### config.mk
export PLATFORM = sky130hd
export DESIGN_NAME = irq_arbiter_pipe
export DESIGN_NICKNAME = d
export VERILOG_FILES = /design/src/rtl/irq_arb_pkg.sv /design/src/rtl/irq_arb_node.sv /design/src/rtl/irq_arbiter_pipe.sv
export SDC_FILE = /design/constraint.sdc
export NUM_CORES = 2
export LEC_CHECK = 0
export BUFFER_PORTS_ARGS = -buffer_cell sky130_fd_sc_hd__buf_2
export CORE_MARGIN = 1.5
export CORE_UTILIZATION = 55
export DETAILED_ROUTE_END_ITERATION = 10
export GPL_ROUTABILITY_DRIVEN = 0
export GPL_TIMING_DRIVEN = 0
export PLACE_DENSITY_LB_ADDON = 0.05
export SKIP_LAST_GASP = 1
export SLEW_MARGIN = 20
export SYNTH_ARGS = -nofsm -noshare
export SYNTH_HDL_FRONTEND = slang
export SYNTH_SLANG_ARGS = --single-unit
### constraint.sdc
create_clock -name clk_i -period 7.28 [get_ports clk_i]
set_input_delay 0.728 -clock clk_i [delete_from_list [all_inputs] [get_ports clk_i]]
set_output_delay 0.728 -clock clk_i [all_outputs]
set_load 0.01 [all_outputs]
### src/rtl/irq_arb_pkg.sv
// Shared types and helpers for the pipelined interrupt priority arbiter.
package irq_arb_pkg;

  localparam int unsigned ARB_KEY_MAX_W = 33;

  typedef enum logic {
    SEL_A = 1'b0,
    SEL_B = 1'b1
  } sel_e;

  // B wins only when eligible and strictly greater; ties stay with the lower index (A).
  function automatic sel_e arb_sel(
    input logic                     valid_a,
    input logic                     valid_b,
    input logic [ARB_KEY_MAX_W-1:0] key_a,
    input logic [ARB_KEY_MAX_W-1:0] key_b
  );
    sel_e sel;
    sel = SEL_A;
    if (valid_b && (!valid_a || (key_b > key_a))) begin
      sel = SEL_B;
    end
    return sel;
  endfunction

  // True when the output of tree level lvl (0 = nearest the leaves) is registered.
  function automatic logic stage_reg_at(
    input int unsigned lvl,
    input int unsigned every,
    input int unsigned levels
  );
    logic hit;
    hit = 1'b0;
    if (lvl == levels - 1) begin
      hit = 1'b1;
    end else if (every != 0) begin
      hit = ((lvl % every) == (every - 1));
    end
    return hit;
  endfunction

endpackage

### src/rtl/irq_arb_node.sv
// Combinational 2:1 compare node; forwards the winning {valid, key, idx} triple.
module irq_arb_node
  import irq_arb_pkg::*;
#(
  parameter int unsigned KeyWidth = 8,
  parameter int unsigned IdxWidth = 6
) (
  input  logic                a_valid,
  input  logic [KeyWidth-1:0] a_key,
  input  logic [IdxWidth-1:0] a_idx,
  input  logic                b_valid,
  input  logic [KeyWidth-1:0] b_key,
  input  logic [IdxWidth-1:0] b_idx,
  output logic                win_valid_c,
  output logic [KeyWidth-1:0] win_key_c,
  output logic [IdxWidth-1:0] win_idx_c
);

  sel_e sel_c;

  // An empty node collapses to an all-zero triple so downstream stages see clean zeros.
  always_comb begin
    win_valid_c = 1'b0;
    win_key_c   = '0;
    win_idx_c   = '0;
    sel_c       = arb_sel(a_valid, b_valid,
                          ARB_KEY_MAX_W'(a_key), ARB_KEY_MAX_W'(b_key));
    if (sel_c == SEL_B) begin
      win_valid_c = 1'b1;
      win_key_c   = b_key;
      win_idx_c   = b_idx;
    end else if (a_valid) begin
      win_valid_c = 1'b1;
      win_key_c   = a_key;
      win_idx_c   = a_idx;
    end
  end

endmodule

### src/rtl/irq_arbiter_pipe.sv
// Pipelined, stall-aware threshold/priority interrupt arbiter with valid/ready output.
// Define IRQ_ARB_RR_EN for round-robin tie-breaking among equal priorities.
module irq_arbiter_pipe
  import irq_arb_pkg::*;
#(
  parameter int unsigned NrInputs  = 64,
  parameter int unsigned PrioWidth = 8,
  parameter int unsigned PipeEvery = 2
) (
  input  logic                          clk_i,
  input  logic                          rst_i,
  input  logic [NrInputs-1:0]           valid_i,
  input  logic [NrInputs*PrioWidth-1:0] prio_i,
  input  logic [PrioWidth-1:0]          thresh_i,
  input  logic                          flush_i,
  output logic                          valid_o,
  input  logic                          ready_i,
  output logic [PrioWidth-1:0]          prio_o,
  output logic [$clog2(NrInputs)-1:0]   idx_o
);

  localparam int unsigned IdxWidth = $clog2(NrInputs);
  localparam int unsigned NrNodes  = 2 * NrInputs;
`ifdef IRQ_ARB_RR_EN
  localparam int unsigned KeyWidth = PrioWidth + 1;
`else
  localparam int unsigned KeyWidth = PrioWidth;
`endif

  logic advance;
  logic squash;
  logic handshake;

  // Whole pipe freezes while a winner waits; a claim or flush empties every stage.
  assign handshake = valid_o && ready_i;
  assign advance   = !(valid_o && !ready_i);
  assign squash    = flush_i || handshake;

`ifdef IRQ_ARB_RR_EN
  logic [IdxWidth-1:0] last_idx;

  always_ff @(posedge clk_i) begin
    if (rst_i) begin
      last_idx <= '0;
    end else if (handshake) begin
      last_idx <= idx_o;
    end
  end
`endif

  // Heap-ordered tree: node 1 is the root, children of k are 2k and 2k+1, leaves at NrInputs+i.
  for (genvar k = 1; k < NrNodes; k++) begin : g_tree
    logic                 o_valid;
    logic [PrioWidth-1:0] o_prio;
    logic [IdxWidth-1:0]  o_idx;

    if (k >= NrInputs) begin : g_leaf
      logic [PrioWidth-1:0] prio;
      assign prio    = prio_i[(k-NrInputs)*PrioWidth +: PrioWidth];
      assign o_valid = valid_i[k-NrInputs] && (prio > thresh_i);
      assign o_prio  = prio;
      assign o_idx   = IdxWidth'(k - NrInputs);
    end else begin : g_node
      localparam int unsigned Lvl = IdxWidth - $clog2(k + 1);

      logic [KeyWidth-1:0]  key_a;
      logic [KeyWidth-1:0]  key_b;
      logic                 win_valid;
      logic [KeyWidth-1:0]  win_key;
      logic [IdxWidth-1:0]  win_idx;
      logic [PrioWidth-1:0] win_prio;

`ifdef IRQ_ARB_RR_EN
      // LSB marks lines after the last claim so equal priorities rotate.
      assign key_a = {g_tree[2*k].o_prio,   g_tree[2*k].o_idx   > last_idx};
      assign key_b = {g_tree[2*k+1].o_prio, g_tree[2*k+1].o_idx > last_idx};
`else
      assign key_a = g_tree[2*k].o_prio;
      assign key_b = g_tree[2*k+1].o_prio;
`endif

      irq_arb_node #(
        .KeyWidth (KeyWidth),
        .IdxWidth (IdxWidth)
      ) u_node (
        .a_valid     (g_tree[2*k].o_valid),
        .a_key       (key_a),
        .a_idx       (g_tree[2*k].o_idx),
        .b_valid     (g_tree[2*k+1].o_valid),
        .b_key       (key_b),
        .b_idx       (g_tree[2*k+1].o_idx),
        .win_valid_c (win_valid),
        .win_key_c   (win_key),
        .win_idx_c   (win_idx)
      );

      assign win_prio = PrioWidth'(win_key >> (KeyWidth - PrioWidth));

      if (stage_reg_at(Lvl, PipeEvery, IdxWidth)) begin : g_reg
        logic                 r_valid;
        logic [PrioWidth-1:0] r_prio;
        logic [IdxWidth-1:0]  r_idx;

        always_ff @(posedge clk_i) begin
          if (rst_i || squash) begin
            r_valid <= 1'b0;
            r_prio  <= '0;
            r_idx   <= '0;
          end else if (advance) begin
            r_valid <= win_valid;
            r_prio  <= win_prio;
            r_idx   <= win_idx;
          end
        end

        assign o_valid = r_valid;
        assign o_prio  = r_prio;
        assign o_idx   = r_idx;
      end else begin : g_comb
        assign o_valid = win_valid;
        assign o_prio  = win_prio;
        assign o_idx   = win_idx;
      end
    end
  end

  // The root is always a registered level, so these are register outputs.
  assign valid_o = g_tree[1].o_valid;
  assign prio_o  = g_tree[1].o_prio;
  assign idx_o   = g_tree[1].o_idx;

endmodule

==> flow_metrics.py <==
metrics = {
    "outcome": {
        "status": "complete, no violations",
    },
    "clocking": {
        "ctsLongestPathBuffers": 3,
        "htreeDepth": 1,
        "cts.sinks": 261,
        "numCtsBuffers": 30,
        "clock_latency_ns": 0.59,
        "post-cts-setup-buffers": 0,
        "cts_tree": "built",
        "cts-root-buf": "clkbuf_16",
        "cts_resized": 0,
        "clkTransAtPathRegs_ns": 0.06,
        "postCtsHoldBufs": 0,
    },
    "floorplan": {
        "ios": 603,
        "die_width_um": 283,
        "floorplan.rows": 102,
        "initial_utilization": 0.556,
        "core_sq_mm": 0.0775,
        "dieHeight_um": 283,
        "dieArea_sq_mm": 0.0800,
    },
    "finish": {
        "fill_cells": 7164,
        "final_cells": 7243,
        "drive_gt1_frac": 0.147,
        "syn_to_final_growth_pct": 13.2,
        "fin_nets": 7761,
    },
    "routing": {
        "drt-total-wl_mm": 155,
        "drtAntennaViolNets": 0,
        "via_count": 46200,
        "dr.pass1.iters": 6,
        "via_per_inst": 6.37,
        "detail_route.wl_per_cell_um": 21.4,
        "drc": 0,
        "drtIter0Drc": 3753,
    },
    "pwr": {
        "p_leak_nw": 22.6,
        "peakVddDrop_uv": 177,
        "power_density_mw_per_mm2": 129,
    },
    "synth": {
        "syn-num-nets": 7119,
        "synth_cell_types": 92,
        "seq_area_frac_synth": 0.121,
        "syn-cell-area_sq_mm": 0.0431,
        "yosys_warnings": 0,
        "ys.flop_type": "dfxtp_1",
        "async_flop_share": 0,
        "synth_enable_flop_cells": 0,
        "ys_ff_latch": 261,
        "synth_cells": 5515,
        "syn_avg_cell_area_sq_um": 7.81,
    },
    "critical_path": {
        "slowest_stage": "a221oi_1",
        "cp_max_fo": 34,
        "cp.arrival_ns": 5.58,
        "critPathKind": "input pin to register",
        "cp.required_ns": 7.75,
        "worstSetupEndpointType": "register",
        "max_stage_delay_ns": 0.77,
        "crit_family": "compound AO/OA/AOI/OAI gates",
        "cp_num_buf_inv": 7,
        "start_kind": "input pin",
        "crit_chain": "buf_2 > inv_6 > buf_16 > ha_1 > nand2_1 > o21ai_1 > inv_1 > a221oi_1 > a21boi_1 > buf_4 > mux2i_1 > inv_1 > ha_1 > a21o_1 > a21o_1 > a21oi_1 > a32oi_1 > o21ba_2 > buf_2 > a211oi_1 > a221o_1",
    },
    "placed_design": {
        "dp_cells": 7165,
        "dp_hpwl_mm": 125,
        "pre_cts_slack_ns": 1.70,
        "portBuffers": 602,
    },
    "global_routing": {
        "grt_pass1_wl_mm": 235,
        "grt.busiest_layer": "met2",
        "grt-ovfl-total": 0,
        "grt_max_degree": 37,
        "grt.met2_usage": 0.619,
        "antenna_found_initial": 29,
        "grtUsageMet3": 0.0485,
        "track_usage": 0.372,
        "grt_pass1_vias": 43200,
        "use_met1": 0.476,
    },
    "sta": {
        "timing.final.ws_setup_ns": 2.18,
        "clock_skew_ns": 0.00901,
        "finalHoldViolations": 0,
        "min_period_ns": 5.10,
        "max_freq_ghz": 0.196,
        "slew_headroom": 0.150,
        "rsz0062_at_grt": "no",
        "setup_viol": 0,
        "fin_crit_sh": 0.701,
        "worst_pin_slew_ns": 1.28,
        "slew_violations": 0,
        "hold-worst-slack_ns": 0.453,
        "setup_tns_ns": 0,
    },
    "job": {
        "drv_cap": 0,
    },
    "min_path": {
        "hold_path_class": "register to register",
    },
}
==> state kept, by name, indices dropped and copies added (netlist names) <==
| signal | count |
|---|---|
| g_tree.g_node.g_reg.r_valid | 20 |
| valid_o | 1 |
| g_tree.g_node.key_a | 64 |
| prio_o | 8 |
| g_tree.g_node.g_reg.r_idx | 66 |
| g_tree.g_node.key_b | 64 |
| idx_o | 6 |
| g_tree.g_node.g_reg.r_prio | 32 |
==> power breakdown <==
group | switching (mW) | leakage [nW] | internal [mW]
Combinational | 1.92 | 20.0 | 1.19
Sequential | 0.0638 | 2.12 | 1.49
Clock | 0.666 | 0.520 | 0.969
Total | 2.65 | 22.6 | 3.65
==> final timing paths <==
path,startpoint,endpoint,slack [ns],cells after the start
worst max-delay path,thresh_i[7],g_tree[19].g_node.g_reg.r_prio[2],2.18,21
worst min-delay path,g_tree[27].g_node.g_reg.r_idx[1],g_tree[27].g_node.g_reg.r_idx[1],0.45,2
worst max register to register,g_tree[3].g_node.key_a[1],prio_o[0],2.55,19
worst min register to register,g_tree[27].g_node.g_reg.r_idx[1],g_tree[27].g_node.g_reg.r_idx[1],0.45,2
==> routing by layer <==
| layer | vias to the layer above | part of all wire |
|---|---|---|
| met4 | 16 | 0.047 |
| li1 | 22500 | - |
| met2 | 1840 | 0.45 |
| met1 | 21400 | 0.42 |
| met3 | 404 | 0.077 |
| met5 | - | 0.00069 |
==> cell usage after synthesis (12+ instances only) <==
| cell | instances | area share |
|---|---|---|
| a2111oi_0 | 49 | 0.010 |
| a211oi_1 | 96 | 0.017 |
| a21boi_0 | 12 | 0.0021 |
| a21o_1 | 87 | 0.015 |
| a21oi_1 | 529 | 0.061 |
| a221o_1 | 77 | 0.018 |
| a22o_1 | 14 | 0.0028 |
| a22oi_1 | 35 | 0.0061 |
| a31oi_1 | 65 | 0.0094 |
| and2_1 | 65 | 0.0094 |
| and3_1 | 21 | 0.0031 |
| buf_1 | 21 | 0.0018 |
| buf_2 | 35 | 0.0041 |
| clkbuf_1 | 123 | 0.011 |
| dfxtp_1 | 261 | 0.12 |
| ha_1 | 1016 | 0.30 |
| inv_1 | 584 | 0.051 |
| mux2_2 | 28 | 0.0073 |
| mux2_4 | 12 | 0.0042 |
| mux2i_1 | 102 | 0.024 |
| nand2_1 | 415 | 0.036 |
| nand2b_1 | 13 | 0.0019 |
| nand3_1 | 118 | 0.014 |
| nand4_1 | 232 | 0.034 |
| nor2_1 | 136 | 0.012 |
| nor2b_1 | 124 | 0.018 |
| nor3_1 | 22 | 0.0026 |
| o211a_1 | 53 | 0.012 |
| o211ai_1 | 381 | 0.066 |
| o21a_1 | 89 | 0.016 |
| o21ai_0 | 270 | 0.031 |
| o21ai_1 | 18 | 0.0021 |
| o21ba_2 | 14 | 0.0033 |
| o21bai_1 | 13 | 0.0023 |
| o221ai_1 | 24 | 0.0049 |
| o22a_1 | 14 | 0.0028 |
| o22ai_1 | 29 | 0.0042 |
| o31ai_1 | 23 | 0.0040 |
| or2_2 | 65 | 0.0094 |
| or3_1 | 15 | 0.0022 |
| or3b_1 | 15 | 0.0031 |
==> metrics by stage <==
| step | cell area, sq um | total power, mW | utilization |
|---|---|---|---|
| 3_5_place_dp | 47600 | 4.62 | 0.615 |
| 2_1_floorplan | 43100 | 3.64 | - |
| 6_report | 48800 | 6.30 | 0.629 |
| 4_1_cts | 48700 | 6.24 | 0.629 |
| 3_3_place_gp | 47400 | 4.53 | 0.612 |
| 5_1_grt | 48800 | 6.71 | 0.629 |
==> cell usage in the layout, fill, tap and decap left out, types with 77 or more instances in the layout <==
cell type and instances:
ha_1 1016, buf_2 638, inv_1 577, a21oi_1 529, nand2_1 415, o211ai_1 381
o21ai_0 270, dfxtp_1 261, nand4_1 232, nor2_1 136, nor2b_1 124, clkbuf_1 123
nand3_1 118, mux2i_1 102, a211oi_1 96, o21a_1 89, a21o_1 87, a221o_1 77
==> layout make-up <==
class | count | area, sq um | area share
multi-input cells | 4479 | 34800 | 0.714
repair buffers | 610 | 3240 | 0.0664
diodes | 22 | 55.1 | 0.00113
clock inverters | 19 | 216 | 0.00444
plain buffers | 191 | 825 | 0.0169
clock buffers | 37 | 848 | 0.0174
flip-flops and latches | 261 | 5230 | 0.107
inverters | 584 | 2230 | 0.0457
well taps | 1040 | 1300 | 0.0267
==> tightest hold or removal path, cell delays in order (launching register included) <==
cell and delay (ns):
dfxtp_1 0.31, nand2_1 0.05, a21oi_1 0.05
==> logic make-up after synthesis <==
group / Yosys count / share of synthesized area
and+or+nand+nor: 1282 / 0.152
muxes: 142 / 0.0352
AOI/OAI and AO/OA: 2039 / 0.326
adders and majority gates: 1016 / 0.295
buffers and inverters: 775 / 0.0700
DFF: 261 / 0.121
Power figures use the tool's default switching activity.
